[config.mk]
export PLATFORM = sky130hd
export DESIGN_NAME = io_port_ctrl
export DESIGN_NICKNAME = d
export VERILOG_FILES = /design/src/rtl/io_port_ctrl.sv
export SDC_FILE = /design/constraint.sdc
export NUM_CORES = 1
export LEC_CHECK = 0
export BUFFER_PORTS_ARGS = -buffer_cell sky130_fd_sc_hd__buf_2
export CAP_MARGIN = 20
export CORE_MARGIN = 5
export CORE_UTILIZATION = 46
export DETAILED_ROUTE_END_ITERATION = 8
export PLACE_DENSITY = 0.85
export SETUP_SLACK_MARGIN = 0.1
export SYNTH_ARGS = -nofsm -noshare
export SYNTH_HDL_FRONTEND = slang
export SYNTH_SLANG_ARGS = --single-unit
[constraint.sdc]
create_clock -name clk -period 2.4 [get_ports clk]
set_input_delay 0.24 -clock clk [delete_from_list [all_inputs] [get_ports clk]]
set_output_delay 0.24 -clock clk [all_outputs]
set_load 0.03 [all_outputs]
[src/rtl/io_port_ctrl.sv]
`default_nettype none
// ============================================================================
// Module   : io_port_ctrl
// Brief    : Four-phase req/ack I/O port controller serving NCH device channels.
//            Optional handshake timeout enabled by macro IO_PORT_CTRL_TIMEOUT_EN.
// Revision : 1.0
// ============================================================================
module io_port_ctrl #(
    parameter int  WIDTH     = 16,
    parameter int  NCH       = 4,
    parameter int  TO_CYCLES = 1023,
    localparam int CHW       = $clog2(NCH)
) (
    input  logic                 clk,
    input  logic                 rst_b,
    input  logic                 cmd_start,
    input  logic                 cmd_dir,
    input  logic [CHW-1:0]       cmd_ch,
    input  logic [WIDTH-1:0]     cmd_wdata,
    output logic                 busy,
    output logic                 done,
    output logic [WIDTH-1:0]     rdata,
    output logic                 err_timeout,
    output logic                 err_badch,
    output logic [NCH-1:0]       inp_req,
    input  logic [NCH-1:0]       inp_ack,
    input  logic [NCH*WIDTH-1:0] inp_data,
    output logic [NCH-1:0]       out_req,
    input  logic [NCH-1:0]       out_ack,
    output logic [WIDTH-1:0]     out_data
);

    typedef enum logic [1:0] {
        IDLE = 2'd0,
        REQ  = 2'd1,
        DROP = 2'd2
    } state_t;

    state_t           r_state;
    state_t           w_state_nxt;
    logic [CHW-1:0]   r_ch;
    logic             r_dir;
    logic [WIDTH-1:0] r_wdata;
    logic [WIDTH-1:0] r_rdata;
    logic             r_done;
    logic             r_err_badch;

    logic             w_accept;
    logic             w_badch;
    logic             w_ack_sel;
    logic             w_timeout;
    logic             w_done_nxt;
    logic             w_load_rdata;
    logic [WIDTH-1:0] w_inp_sel;

    assign w_accept = (r_state == IDLE) && cmd_start;
    assign w_badch  = 32'(cmd_ch) >= 32'(NCH);

    // Channel decode by comparison so out-of-range indices never address a bit.
    always_comb begin
        w_ack_sel = 1'b0;
        w_inp_sel = '0;
        inp_req   = '0;
        out_req   = '0;
        for (int k = 0; k < NCH; k++) begin
            if (r_ch == CHW'(k)) begin
                w_ack_sel  = r_dir ? out_ack[k] : inp_ack[k];
                w_inp_sel  = inp_data[k*WIDTH +: WIDTH];
                inp_req[k] = (r_state == REQ) && !r_dir;
                out_req[k] = (r_state == REQ) && r_dir;
            end
        end
    end

    always_comb begin
        w_state_nxt  = r_state;
        w_done_nxt   = 1'b0;
        w_load_rdata = 1'b0;
        unique case (r_state)
            IDLE: begin
                if (w_accept) begin
                    if (w_badch) begin
                        w_done_nxt = 1'b1;
                    end else begin
                        w_state_nxt = REQ;
                    end
                end
            end
            REQ: begin
                if (w_timeout) begin
                    w_state_nxt = IDLE;
                    w_done_nxt  = 1'b1;
                end else if (w_ack_sel) begin
                    w_state_nxt  = DROP;
                    w_load_rdata = !r_dir;
                end
            end
            DROP: begin
                if (!w_ack_sel || w_timeout) begin
                    w_state_nxt = IDLE;
                    w_done_nxt  = 1'b1;
                end
            end
            default: w_state_nxt = IDLE;
        endcase
    end

    always_ff @(posedge clk) begin
        if (rst_b) begin
            r_state     <= IDLE;
            r_ch        <= '0;
            r_dir       <= 1'b0;
            r_wdata     <= '0;
            r_rdata     <= '0;
            r_done      <= 1'b0;
            r_err_badch <= 1'b0;
        end else begin
            r_state <= w_state_nxt;
            r_done  <= w_done_nxt;
            if (w_accept) begin
                r_ch        <= cmd_ch;
                r_dir       <= cmd_dir;
                r_wdata     <= cmd_wdata;
                r_err_badch <= w_badch;
            end
            if (w_load_rdata) begin
                r_rdata <= w_inp_sel;
            end
        end
    end

`ifdef IO_PORT_CTRL_TIMEOUT_EN
    localparam int c_CNT_W = $clog2(TO_CYCLES + 1);

    logic [c_CNT_W-1:0] r_cnt;
    logic               r_err_timeout;

    // A DROP cycle that sees ack low completes normally even on the last count.
    assign w_timeout = (r_cnt == c_CNT_W'(TO_CYCLES - 1)) &&
                       ((r_state == REQ) || ((r_state == DROP) && w_ack_sel));

    always_ff @(posedge clk) begin
        if (rst_b) begin
            r_cnt         <= '0;
            r_err_timeout <= 1'b0;
        end else begin
            if (w_accept) begin
                r_cnt <= '0;
            end else if (r_state != IDLE) begin
                r_cnt <= r_cnt + c_CNT_W'(1);
            end
            if (w_accept) begin
                r_err_timeout <= 1'b0;
            end else if (w_timeout) begin
                r_err_timeout <= 1'b1;
            end
        end
    end

    assign err_timeout = r_err_timeout;
`else
    assign w_timeout   = 1'b0;
    assign err_timeout = 1'b0;
`endif

    assign busy      = (r_state != IDLE);
    assign done      = r_done;
    assign rdata     = r_rdata;
    assign err_badch = r_err_badch;
    assign out_data  = (busy && r_dir) ? r_wdata : '0;

endmodule
`default_nettype wire

Word-level counts from Yosys, hierarchy flattened
Index checks and enable logic that the tools add are counted.

cells by class
  equality and inequality tests = 8
  muxes and demuxes = 28
  bitwise operators = 1
  reduce and logical (&&, ||, !) cells = 10

operator list
  cell                count
  $mux 16             5
  $mux 1              19
  $eq 2x2->1 const B  3
  $mux 2              3
  $ne 2x2->1 const B  3
  $pmux 2 s3          1
  $eq 2x1->1 const B  2
  $logic_and 1x1->1   4
  $logic_not 2->1     2
  $reduce_and 3->1    1
  $reduce_bool 2->1   1
  $reduce_or 2->1     1
  $logic_not 1->1     1
  $not 1->1           1

storage, ports and cells
  bits in registers = 38
  input bits = 94
  output and inout port bits = 44
  logic and storage cells = 53

Longest topological paths before layout
Gate-level depths: netlist of run 1.

  depth in word-level cells = 7
  depth in mapped cells = 7
  depth with buffers taken out = 4

Worst setup path after synthesis of run 1
Ideal clock, no wire load.

  kind = register to output
  start point = register r_state[0]
  end point = output inp_req[0]
  arrival time = 1.626 ns
  data required time = 2.160 ns
  setup slack = 0.534 ns
  cell stages (with the launch flop) = 6
  buffers on the path = 2
  path through = dfxtp_1 nor2b_1 nand2b_1 buf_2 clkbuf_1 nor3_1

between the ends
  longest elaborated chain between the ends = 3

RTL lines
  item                      RTL line  RTL
  start: declaration        39        state_t r_state;
  start signal: assignment  118       r_state <= w_state_nxt;
  $eq 2x1->1                69        inp_req[k] = (r_state == REQ) && !r_dir;
  $logic_and 1x1->1         69
  $mux 1                    66        if (r_ch == CHW'(k)) begin
  end: declaration          25        output logic [NCH-1:0] inp_req,

Every way passes these cells.

Final worst setup path of run 1
  start point = register r_ch[0]
  end point = register r_rdata[14] (netlist: rdata[14])

between the ends
  longest elaborated chain between the ends = 7
  elaborated cells between the ends (all ways) = 14
  those cells by class = eq/ne (3); mux (10); reduce/logical (1)

RTL lines
  item                      RTL line  RTL
  start: declaration        41        logic [CHW-1:0] r_ch;
  start signal: assignment  121       r_ch <= cmd_ch;
  $logic_not 2->1           66
  $mux 1 (4 in a row)       66
  $mux 1                    93        end else if (w_ack_sel) begin
  $mux 1                    79        unique case (r_state)
  end signal: assignment    127       r_rdata <= w_inp_sel;
  end: declaration          44        logic [WIDTH-1:0] r_rdata;

Parallel ways exist; a longest one is shown, timed or not.
A chain may end at the register's enable or synchronous reset.

==> results of run 1 <==
## cell usage in the layout, fill, tap and decap left out
| cell type | count |
|---|---|
| buf_2 | 135 |
| nand2_1 | 57 |
| dfxtp_1 | 38 |
| a21oi_1 | 20 |
| and2_1 | 17 |
| mux4_2 | 16 |
| o41ai_1 | 16 |
| o311ai_1 | 11 |
| nor2_1 | 9 |
| buf_4 | 6 |
| o311ai_0 | 5 |
| clkbuf_8 | 5 |
| nand2b_1 | 3 |
| inv_1 | 2 |
| nor2b_1 | 2 |
| nor3_1 | 2 |
| mux2_4 | 2 |
| conb_1 | 2 |
| clkbuf_1 | 2 |
| mux2_2 | 1 |
| o22ai_4 | 1 |
| mux2i_1 | 1 |
| a2bb2o_4 | 1 |
| xnor2_1 | 1 |
| nor4_1 | 1 |
| nor4b_2 | 1 |
| o21ai_0 | 1 |
## worst min path at each step
stage / start / end / slack [ns] / cells after the start
3_3_place_gp: r_wdata[10] / r_wdata[10] / 0.44 / 2
4_1_cts: cmd_ch[0] / r_ch[0] / 0.18 / 3
3_5_place_dp: r_wdata[10] / r_wdata[10] / 0.44 / 2
6_report: cmd_wdata[15] / r_wdata[15] / 0.19 / 3
5_1_grt: cmd_wdata[6] / r_wdata[6] / 0.19 / 3
2_1_floorplan: rst_b / done / 0.31 / 1
## per-layer routing
layer	GRT usage, %	part of all wire, %
met5	0	0
met4	6.19	0.95
met3	3.27	6.9
met2	34.5	52
met1	22.5	40
## critical path, delay by kind of cell (launching register included)
family / cells / cell delay (ns)
buf+inv: 1 / 0.37
flops: 1 / 0.59
mux: 1 / 0.56
simple gates: 1 / 0.08
compound gates: 1 / 0.06
## per-stage QoR
step | utilization [%] | hold WS (ns) | area [um^2]
global placement | 60.2 | 0.438 | 2830
finish | 61.9 | 0.191 | 2900
floorplan | - | 0.314 | 2220
global route | 61.9 | 0.188 | 2900
CTS | 61.9 | 0.181 | 2900
detailed placement | 60.2 | 0.442 | 2830
## power by group
group	switching (uW)	total, uW	internal (uW)
combinational	239	423	183
clock	205	405	200
sequential	29.9	704	675
## state kept, by name, indices dropped and copies added (netlist names)
signal / cells
done: 1
r_ch: 2
r_dir: 1
r_state: 2
r_wdata: 16
rdata: 16
## layout make-up
class                   count  area (um^2)
fillers                   428         1790
well taps                  54         67.6
multi-input cells         170         1270
repair buffers            141          721
clock buffers               7         76.3
flip-flops and latches     38          761
inverters                   2         7.51
## logic make-up after synthesis
family                 Yosys count
flip-flops                      38
multiplexers                    20
AND/OR/NAND/NOR                 92
XOR/XNOR                         1
buffers and inverters           30
other                            1
AO/OA/AOI/OAI                   55
==> flow_metrics.env, run 1 <==
export IMPL_first_pass_iters=5
export IMPL_ir_drop_v=0.000380
export IMPL_finalSetupViolations=0
export IMPL_synth_xor_xnor_area_share_pct=0.395
export IMPL_synth_seq_cells=38
export IMPL_cts_inserted_buffers=5
export IMPL_layout_drive_gt1_share_pct=46.9
export IMPL_end_kind="register"
export IMPL_core_rowCount=25
export IMPL_synth_ff_type="dfxtp_1"
export IMPL_power_leakage_uw=0.00135
export IMPL_die_x_um=79.4
export IMPL_r2r_end="rdata[14]"
export IMPL_cap_violations=0
export IMPL_synth_top_family_by_area="compound AO/OA/AOI/OAI gates"
export IMPL_vias_per_cell=5.42
export IMPL_htreeDepth=2
export IMPL_cts_hold_fix_buffers=0
export IMPL_grt_overflow=0
export IMPL_finalMaxSlewViolations=0
export IMPL_start_util_pct=47.2
export IMPL_min_period_over_period_pct=73.9
export IMPL_synth_async_reset_ratio_pct=0
export IMPL_reg2regPathDepth=4
export IMPL_fmax_mhz=564
export IMPL_finalWeightedCongestion=0.727
export IMPL_detail_route_antenna_nets=0
export IMPL_critPathCapture="rdata[14]"
export IMPL_post_cts_buffers=0
export IMPL_yosys_top_cells_count="nand2_1, dfxtp_1, a21oi_1"
export IMPL_cts_sinks=38
export IMPL_grt_max_degree=36
export IMPL_regToRegSetupSlack_ns=0.63
export IMPL_critical_path_startpoint="r_ch[0]"
export IMPL_clk_latency_ns=0.28
export IMPL_place_ws_ns=0.604
export IMPL_yosysMostFrequentCell="nand2_1"
export IMPL_min_period_ns=1.77
export IMPL_ys_seq_area_share_pct=34.4
export IMPL_dieArea_mm2=0.00630
export IMPL_wirelength_um=6030
export IMPL_ys_warn_count=0
export IMPL_grtUsageTotal_pct=19.0
export IMPL_nets=452
export IMPL_path_cells="buf_4, mux4_2, nand2_1, o41ai_1"
export IMPL_core_region_area_mm2=0.00469
export IMPL_cts_resized=0
export IMPL_path_clk_slew_ns=0.07
export IMPL_hold_path_class="primary input to register"
export IMPL_syn_cell_area_mm2=0.00221
export IMPL_diodes=0
export IMPL_drtIter0Drc=72
export IMPL_synth_edff_count=0
export IMPL_tritoncts="built"
export IMPL_dp_hpwl_um=4540
export IMPL_total_power_uw=1530
export IMPL_portBuffers=135
export IMPL_tightest_slew_ns=0.641
export IMPL_grt_pass1_vias=2242
export IMPL_required_ns=2.57
export IMPL_die_y_um=79.4
export IMPL_wl_per_cell_um=14.6
export IMPL_rsz0062_at_grt="false"
export IMPL_hold_viol_final=0
export IMPL_synth_avg_cell_area_um2=9.34
export IMPL_worst_setup_path_type="register to register"
export IMPL_maxSlewHeadroom_pct=57.2
export IMPL_start_kind="register"
export IMPL_post_synth_fa_ha_maj_area_fraction_pct=0
export IMPL_setup_tns_ns=0
export IMPL_vias=2232
export IMPL_yosys_area_top_type_share_pct=34.4
export IMPL_status="finished, final reports clean"
export IMPL_dp_cells=405
export IMPL_clockBufferDepth=2
export IMPL_slowest_stage="dfxtp_1"
export IMPL_antenna_found_initial=0
export IMPL_cts_root_buf="clkbuf_8"
export IMPL_crit_reg2reg_launch="r_ch[0]"
export IMPL_synth_simple_area_share_pct=18.8
export IMPL_stdcell_count=412
export IMPL_cpPeakStageDelay_ns=0.59
export IMPL_worstPathArrival_ns=1.94
export IMPL_synthMuxAreaShare_pct=18.6
export IMPL_synth_top_cells_by_area="dfxtp_1, mux4_2, nand2_1, o41ai_1, and2_1"
export IMPL_p_per_area_mw_per_mm2=528
export IMPL_synth_compound_area_share_pct=19.2
export IMPL_grt_pass1_wl_um=9710
export IMPL_ios=138
export IMPL_fin_skew_ns=0.00468
export IMPL_syn_inst=237
export IMPL_crit_fanout=13
export IMPL_areaGrowthSynthToFinish_pct=31.1
export IMPL_synth_largest_area_cell="dfxtp_1"
export IMPL_synth_cell_types=27
export IMPL_drc=0
export IMPL_setup_slack_ns=0.627
Note: power is estimated with default switching activity, not from simulation.
==> run 2: changes to the inputs <==
--- a/config.mk
+++ b/config.mk
@@ -5,12 +5,13 @@
 export SDC_FILE = /design/constraint.sdc
 export NUM_CORES = 1
 export LEC_CHECK = 0
+export ABC_AREA = 1
 export BUFFER_PORTS_ARGS = -buffer_cell sky130_fd_sc_hd__buf_2
 export CAP_MARGIN = 20
 export CORE_MARGIN = 5
-export CORE_UTILIZATION = 46
+export CORE_UTILIZATION = 43
 export DETAILED_ROUTE_END_ITERATION = 8
-export PLACE_DENSITY = 0.85
+export PLACE_DENSITY = 0.8
 export SETUP_SLACK_MARGIN = 0.1
 export SYNTH_ARGS = -nofsm -noshare
 export SYNTH_HDL_FRONTEND = slang
==> constraint.sdc (replaced) <==
create_clock -name clk -period 1.75 [get_ports clk]
set_input_delay 0.175 -clock clk [delete_from_list [all_inputs] [get_ports clk]]
set_output_delay 0.175 -clock clk [all_outputs]
set_load 0.03 [all_outputs]
==> run 2 against run 1 <==
- flip-flop and latch count did not move
- setup slack got worse by 0.45 ns
- final cell count rose by 38%
- highest routed layer unchanged
- worst hold slack got worse by 0.12 ns
- utilization barely moved
- largest power group unchanged
- register-to-register slack got worse by 0.33 ns
- clock power rose by 57%
- cell area rose by 8.1%
- critical path type is now register to primary output
==> flow_metrics.env, run 2 <==
export IMPL_clk_latency_ns=0.30
export IMPL_vias_per_cell=4.68
export IMPL_placed_cell_area_mm2=0.00297
export IMPL_ios=138
export IMPL_holdPathEnd="done"
export IMPL_diodes=0
export IMPL_synth_simple_area_share_pct=40.6
export IMPL_worstPathArrival_ns=1.40
export IMPL_p_per_area_mw_per_mm2=796
export IMPL_synth_edff_count=0
export IMPL_antenna_found_initial=0
export IMPL_drtIter0Drc=118
export IMPL_detail_route_antenna_nets=0
export IMPL_nets=593
export IMPL_setup_tns_ns=0
export IMPL_synth_xor_xnor_area_share_pct=0
export IMPL_dieArea_mm2=0.00671
export IMPL_crit_fanout=9
export IMPL_drc=0
export IMPL_regToRegSetupSlack_ns=0.30
export IMPL_synth_top_cells_by_area="dfxtp_1, nand2_1, nor2_1, inv_1, o21ai_0"
export IMPL_finalWeightedCongestion=0.858
export IMPL_finalSetupViolations=0
export IMPL_clockBufferDepth=2
export IMPL_die_x_um=81.9
export IMPL_synth_ff_type="dfxtp_1"
export IMPL_final_common_cell="buf_2"
export IMPL_wl_per_cell_um=11.9
export IMPL_cts_root_buf="clkbuf_8"
export IMPL_yosys_area_top_type_share_pct=34.2
export IMPL_required_ns=1.57
export IMPL_syn_cell_area_mm2=0.00223
export IMPL_synth_avg_cell_area_um2=6.17
export IMPL_start_util_pct=43.9
export IMPL_grt_pass1_wl_um=10200
export IMPL_post_route_util_pct=61.8
export IMPL_cts_inserted_buffers=5
export IMPL_end_kind="primary output"
export IMPL_grtUsageTotal_pct=19.5
export IMPL_grt_overflow=0
export IMPL_hold_path_class="primary input to register"
export IMPL_dp_hpwl_um=5300
export IMPL_synth_seq_cells=38
export IMPL_rsz0062_at_grt="true"
export IMPL_ir_drop_v=0.000426
export IMPL_final_cell_mix="buf_2, nand2_1, nor2_1"
export IMPL_slowest_stage="dfxtp_4"
export IMPL_first_pass_iters=4
export IMPL_cpPeakStageDelay_ns=0.39
export IMPL_yosys_top_cells_count="nand2_1, nor2_1, inv_1"
export IMPL_grt_max_degree=33
export IMPL_ys_seq_area_share_pct=34.2
export IMPL_path_cells="inv_2, nor2_4, buf_6, inv_1, nor2_1, buf_4"
export IMPL_post_synth_fa_ha_maj_area_fraction_pct=0
export IMPL_wirelength_um=6790
export IMPL_die_y_um=81.9
export IMPL_n_fill_cell=483
export IMPL_power_leakage_uw=0.00172
export IMPL_reg2regPathDepth=8
export IMPL_hold_viol_final=0
export IMPL_min_period_over_period_pct=90.1
export IMPL_worst_setup_path_type="register to primary output"
export IMPL_min_period_ns=1.58
export IMPL_fin_skew_ns=0.00705
export IMPL_vias=2667
export IMPL_holdPathStages=2
export IMPL_seq_area_um2=769
export IMPL_synth_compound_area_share_pct=10.8
export IMPL_start_kind="register"
export IMPL_finalMaxSlewViolations=0
export IMPL_cts_hold_fix_buffers=0
export IMPL_status="finished, final reports clean"
export IMPL_r2r_end="rdata[3]"
export IMPL_yosysMostFrequentCell="nand2_1"
export IMPL_tritoncts="built"
export IMPL_cap_violations=0
export IMPL_synth_cell_types=22
export IMPL_final_area_mm2=0.00314
export IMPL_path_clk_slew_ns=0.08
export IMPL_areaGrowthSynthToFinish_pct=41.0
export IMPL_synth_largest_area_cell="dfxtp_1"
export IMPL_fmax_mhz=634
export IMPL_grt_pass1_vias=2375
export IMPL_layout_drive_gt1_share_pct=37.0
export IMPL_portBuffers=135
export IMPL_ys_warn_count=0
export IMPL_multi_input_area_mm2=0.00118
export IMPL_core_rowCount=26
export IMPL_synth_async_reset_ratio_pct=0
export IMPL_synth_top_family_by_area="simple AND/OR/NAND/NOR gates"
export IMPL_synthMuxAreaShare_pct=0
export IMPL_cts_sinks=38
export IMPL_hold_start="rst_b"
export IMPL_syn_inst=361
export IMPL_crit_reg2reg_launch="r_dir"
export IMPL_core_region_area_mm2=0.00507
export IMPL_htreeDepth=2
==> run 2: cell types whose count changed in the layout (fill, tap and decap cells not counted), moves of 8 or more <==
cell,change
and2_1,-17
buf_4,+8
inv_1,+46
mux4_2,-16
nand2_1,+38
nand3_1,+18
nand4_1,+16
nor2_1,+43
o21ai_0,+27
o311ai_1,-11
o41ai_1,-16
or2_2,+8
==> run 2: final cells by class <==
class	instances	share of cell area, %
multi-input cells	250	37.7
well taps	70	2.79
flip-flops and latches	38	24.5
clock buffers	6	2.63
clock inverters	2	0.399
inverters	57	6.98
repair buffers	147	25.0
==> run 2: worst max-delay path by stage <==
| stage | startpoint | endpoint | slack [ns] | cells after the start |
|---|---|---|---|---|
| final | r_ch[0] | out_req[1] | 0.17 | 6 |
| after CTS | r_ch[0] | out_req[1] | 0.08 | 6 |
| after global routing | r_dir | rdata[8] | 0.09 | 8 |
| after floorplan | r_dir | inp_req[0] | 0.12 | 4 |
| after detailed placement | r_ch[1] | rdata[15] | 0.13 | 9 |
| after global placement | r_ch[1] | rdata[10] | 0.19 | 9 |
==> run 2: metrics by stage <==
stage	setup WS (ns)	hold WS, ns	std cells	total power [uW]
after floorplan	0.121	0.244	362	1580
after global placement	0.191	0.371	559	1830
after detailed placement	0.134	0.381	559	1850
after CTS	0.0785	0.0615	567	2490
after global routing	0.0924	0.0717	570	2670
final	0.173	0.0749	570	2500
==> run 2: kinds of logic (layout without fill, tap and decap cells) <==
kind of cell / Yosys count / after routing
other: 1 / 2
flip-flops: 38 / 38
buffers and inverters: 75 / 212
AO/OA/AOI/OAI: 48 / 48
AND/OR/NAND/NOR: 199 / 200
==> run 2: power by group <==
part           switching (uW)  total, uW  leakage, uW  internal [uW]
Combinational             547        858      0.00135            311
Clock                     318        634    0.0000472            317
Sequential               50.3       1010     0.000314            956
Total                     915       2500      0.00172           1580
==> run 2: repair_timing <==
item / CTS / global route
setup endpoints to repair: 27 / 39
gates resized for setup: 9 / 8
setup buffers: 0 / 2
pin swaps: 0 / 1
gates cloned: 0 / 1
==> run 2: per-layer routing <==
layer	vias to the layer above	track usage, %	wire, um
met3	13	7.35	793
met5	-	0	0
li1	1392	-	-
met4	0	6.48	134
met2	112	32.6	3060
met1	1150	23.0	2800
==> run 2: critical path, delay by kind of cell (launching register included) <==
family / cells / cell delay, ns
buffers and inverters: 4 / 0.46
DFF: 1 / 0.39
and+or+nand+nor: 2 / 0.25
==> run 3: changes to the inputs <==
--- a/config.mk
+++ b/config.mk
@@ -11,6 +11,7 @@
 export CORE_MARGIN = 5
 export CORE_UTILIZATION = 43
 export DETAILED_ROUTE_END_ITERATION = 8
+export GPL_TIMING_DRIVEN = 0
 export PLACE_DENSITY = 0.8
 export SETUP_SLACK_MARGIN = 0.1
 export SYNTH_ARGS = -nofsm -noshare
==> run 3 against run 2 <==
- clock power shrank 2%
- combinational power increased by 5.9%
- setup slack better by 0.011 ns
- critical endpoint unchanged
- utilization grew 1.5 points
- cell area increased by 2.5%
- via count up 1.6%
- fmax rose by 0.70%
- register-to-register slack worse by 0.04 ns
- global-route usage rose by 0.75 points
==> flow_metrics.env, run 3 (synthesized netlist as in run 2, its figures left out) <==
export IMPL_cts_sinks=38
export IMPL_final_cell_mix="buf_2, nand2_1, nor2_1"
export IMPL_ir_drop_v=0.000495
export IMPL_layout_drive_gt1_share_pct=37.3
export IMPL_p_switching_uw=908
export IMPL_worstPathArrival_ns=1.39
export IMPL_grt_pass1_vias=2517
export IMPL_wl_per_cell_um=11.8
export IMPL_clockBufferDepth=2
export IMPL_holdPathStages=2
export IMPL_fmax_mhz=638
export IMPL_netSwitchingFraction_pct=36.0
export IMPL_p_seq_share_pct=39.4
export IMPL_vias_per_cell=4.63
export IMPL_internal_power_uw=1620
export IMPL_grt_pass1_wl_um=10700
export IMPL_finalWeightedCongestion=0.789
export IMPL_holdPathEnd="r_state[0]"
export IMPL_status="finished, final reports clean"
export IMPL_grtUsageTotal_pct=20.3
export IMPL_cts_hold_fix_buffers=0
export IMPL_antenna_found_initial=0
export IMPL_total_power_uw=2520
export IMPL_cts_inserted_buffers=5
export IMPL_hold_path_class="primary input to register"
export IMPL_p_comb_share_pct=36.0
export IMPL_min_period_over_period_pct=89.5
export IMPL_core_region_area_mm2=0.00507
export IMPL_first_pass_iters=4
export IMPL_reg2regPathDepth=10
export IMPL_post_route_util_pct=63.4
export IMPL_clock_power_share_pct=24.6
export IMPL_grt_overflow=0
export IMPL_die_x_um=81.9
export IMPL_finalMaxSlewViolations=0
export IMPL_fin_skew_ns=0.00425
export IMPL_path_clk_slew_ns=0.08
export IMPL_clk_latency_ns=0.28
export IMPL_drc=0
export IMPL_nets=608
export IMPL_ios=138
export IMPL_cap_violations=0
export IMPL_grt_max_degree=13
export IMPL_start_kind="register"
export IMPL_cts_root_buf="clkbuf_8"
export IMPL_min_period_ns=1.57
export IMPL_power_leakage_uw=0.00175
export IMPL_start_util_pct=43.9
export IMPL_crit_reg2reg_launch="r_ch[1]"
export IMPL_crit_fanout=6
export IMPL_hold_viol_final=0
export IMPL_r2r_end="rdata[6]"
export IMPL_dieArea_mm2=0.00671
export IMPL_tritoncts="built"
export IMPL_detail_route_antenna_nets=0
export IMPL_p_per_area_mw_per_mm2=785
export IMPL_vias=2709
export IMPL_portBuffers=135
export IMPL_htreeDepth=2
export IMPL_final_common_cell="buf_2"
export IMPL_worst_setup_path_type="register to primary output"
export IMPL_required_ns=1.57
export IMPL_diodes=0
export IMPL_die_y_um=81.9
export IMPL_hold_start="rst_b"
export IMPL_drtIter0Drc=138
export IMPL_core_rowCount=26
export IMPL_regToRegSetupSlack_ns=0.26
export IMPL_areaGrowthSynthToFinish_pct=44.5
export IMPL_dp_hpwl_um=5410
export IMPL_finalSetupViolations=0
export IMPL_rsz0062_at_grt="true"
export IMPL_end_kind="primary output"
export IMPL_wirelength_um=6920
[run 3: final cells by class]
type                            count  area, um^2
Fill cell                         497        1860
Multi-Input combinational cell    249        1160
Timing Repair Buffer              145         766
Sequential cell                    38         764
Inverter                           57         221
Buffer                             18         118
Tap cell                           70        87.6
Clock buffer                        6        82.6
Clock inverter                      2        12.5
[run 3: per-layer routing]
layer | vias to the layer above | GRT usage, % | part of all wire (%) | wire length (um)
li1 | 1422 | - | - | -
met1 | 1170 | 23.9 | 42 | 2890
met2 | 110 | 35.7 | 46 | 3180
met3 | 7 | 5.26 | 11 | 763
met4 | 0 | 6.31 | 1.3 | 93
met5 | - | 0 | 0 | 0
[run 3: per-stage QoR]
| stage | cell area, um^2 | instances | hold WS (ns) | TNS, ns | setup slack (ns) |
|---|---|---|---|---|---|
| after floorplan | 2230 | 362 | 0.244 | 0 | 0.121 |
| after global placement | 2990 | 567 | 0.365 | -0.101 | -0.0464 |
| after detailed placement | 2990 | 567 | 0.374 | -0.264 | -0.0936 |
| after CTS | 3140 | 580 | 0.0642 | 0 | 0.0345 |
| after global routing | 3220 | 585 | 0.0625 | 0 | 0.0771 |
| final | 3220 | 585 | 0.0707 | 0 | 0.184 |
[run 3: power groups by stage]
stage / sequential (uW) / clock (uW) / combinational, uW
finish: 994 / 621 / 909
global route: 1000 / 672 / 1020
CTS: 993 / 636 / 877
detailed placement: 1010 / 0 / 843
global placement: 1010 / 0 / 832
floorplan: 1080 / 0 / 496
[run 3: worst max path at each step]
| stage | startpoint | end | slack (ns) | cells past startpoint |
|---|---|---|---|---|
| after floorplan | r_dir | inp_req[0] | 0.12 | 4 |
| after global placement | r_dir | inp_req[1] | -0.05 | 5 |
| after detailed placement | r_dir | inp_req[1] | -0.09 | 5 |
| after CTS | r_dir | out_data[14] | 0.03 | 5 |
| after global routing | r_state[0] | out_data[13] | 0.08 | 6 |
| final | r_ch[0] | out_req[1] | 0.18 | 6 |
[run 3: what timing repair did]
item,in CTS,in global routing
setup buffers,5,5
setup endpoints to repair,30,31
pin swaps,2,1
resized for setup,7,26
[run 3: worst max-delay path, stage by stage (launching register included)]
cell and delay (ns):
dfxtp_1 0.33, buf_6 0.14, inv_2 0.08, nor2_4 0.14, inv_1 0.08, nor2_1 0.14, buf_4 0.18
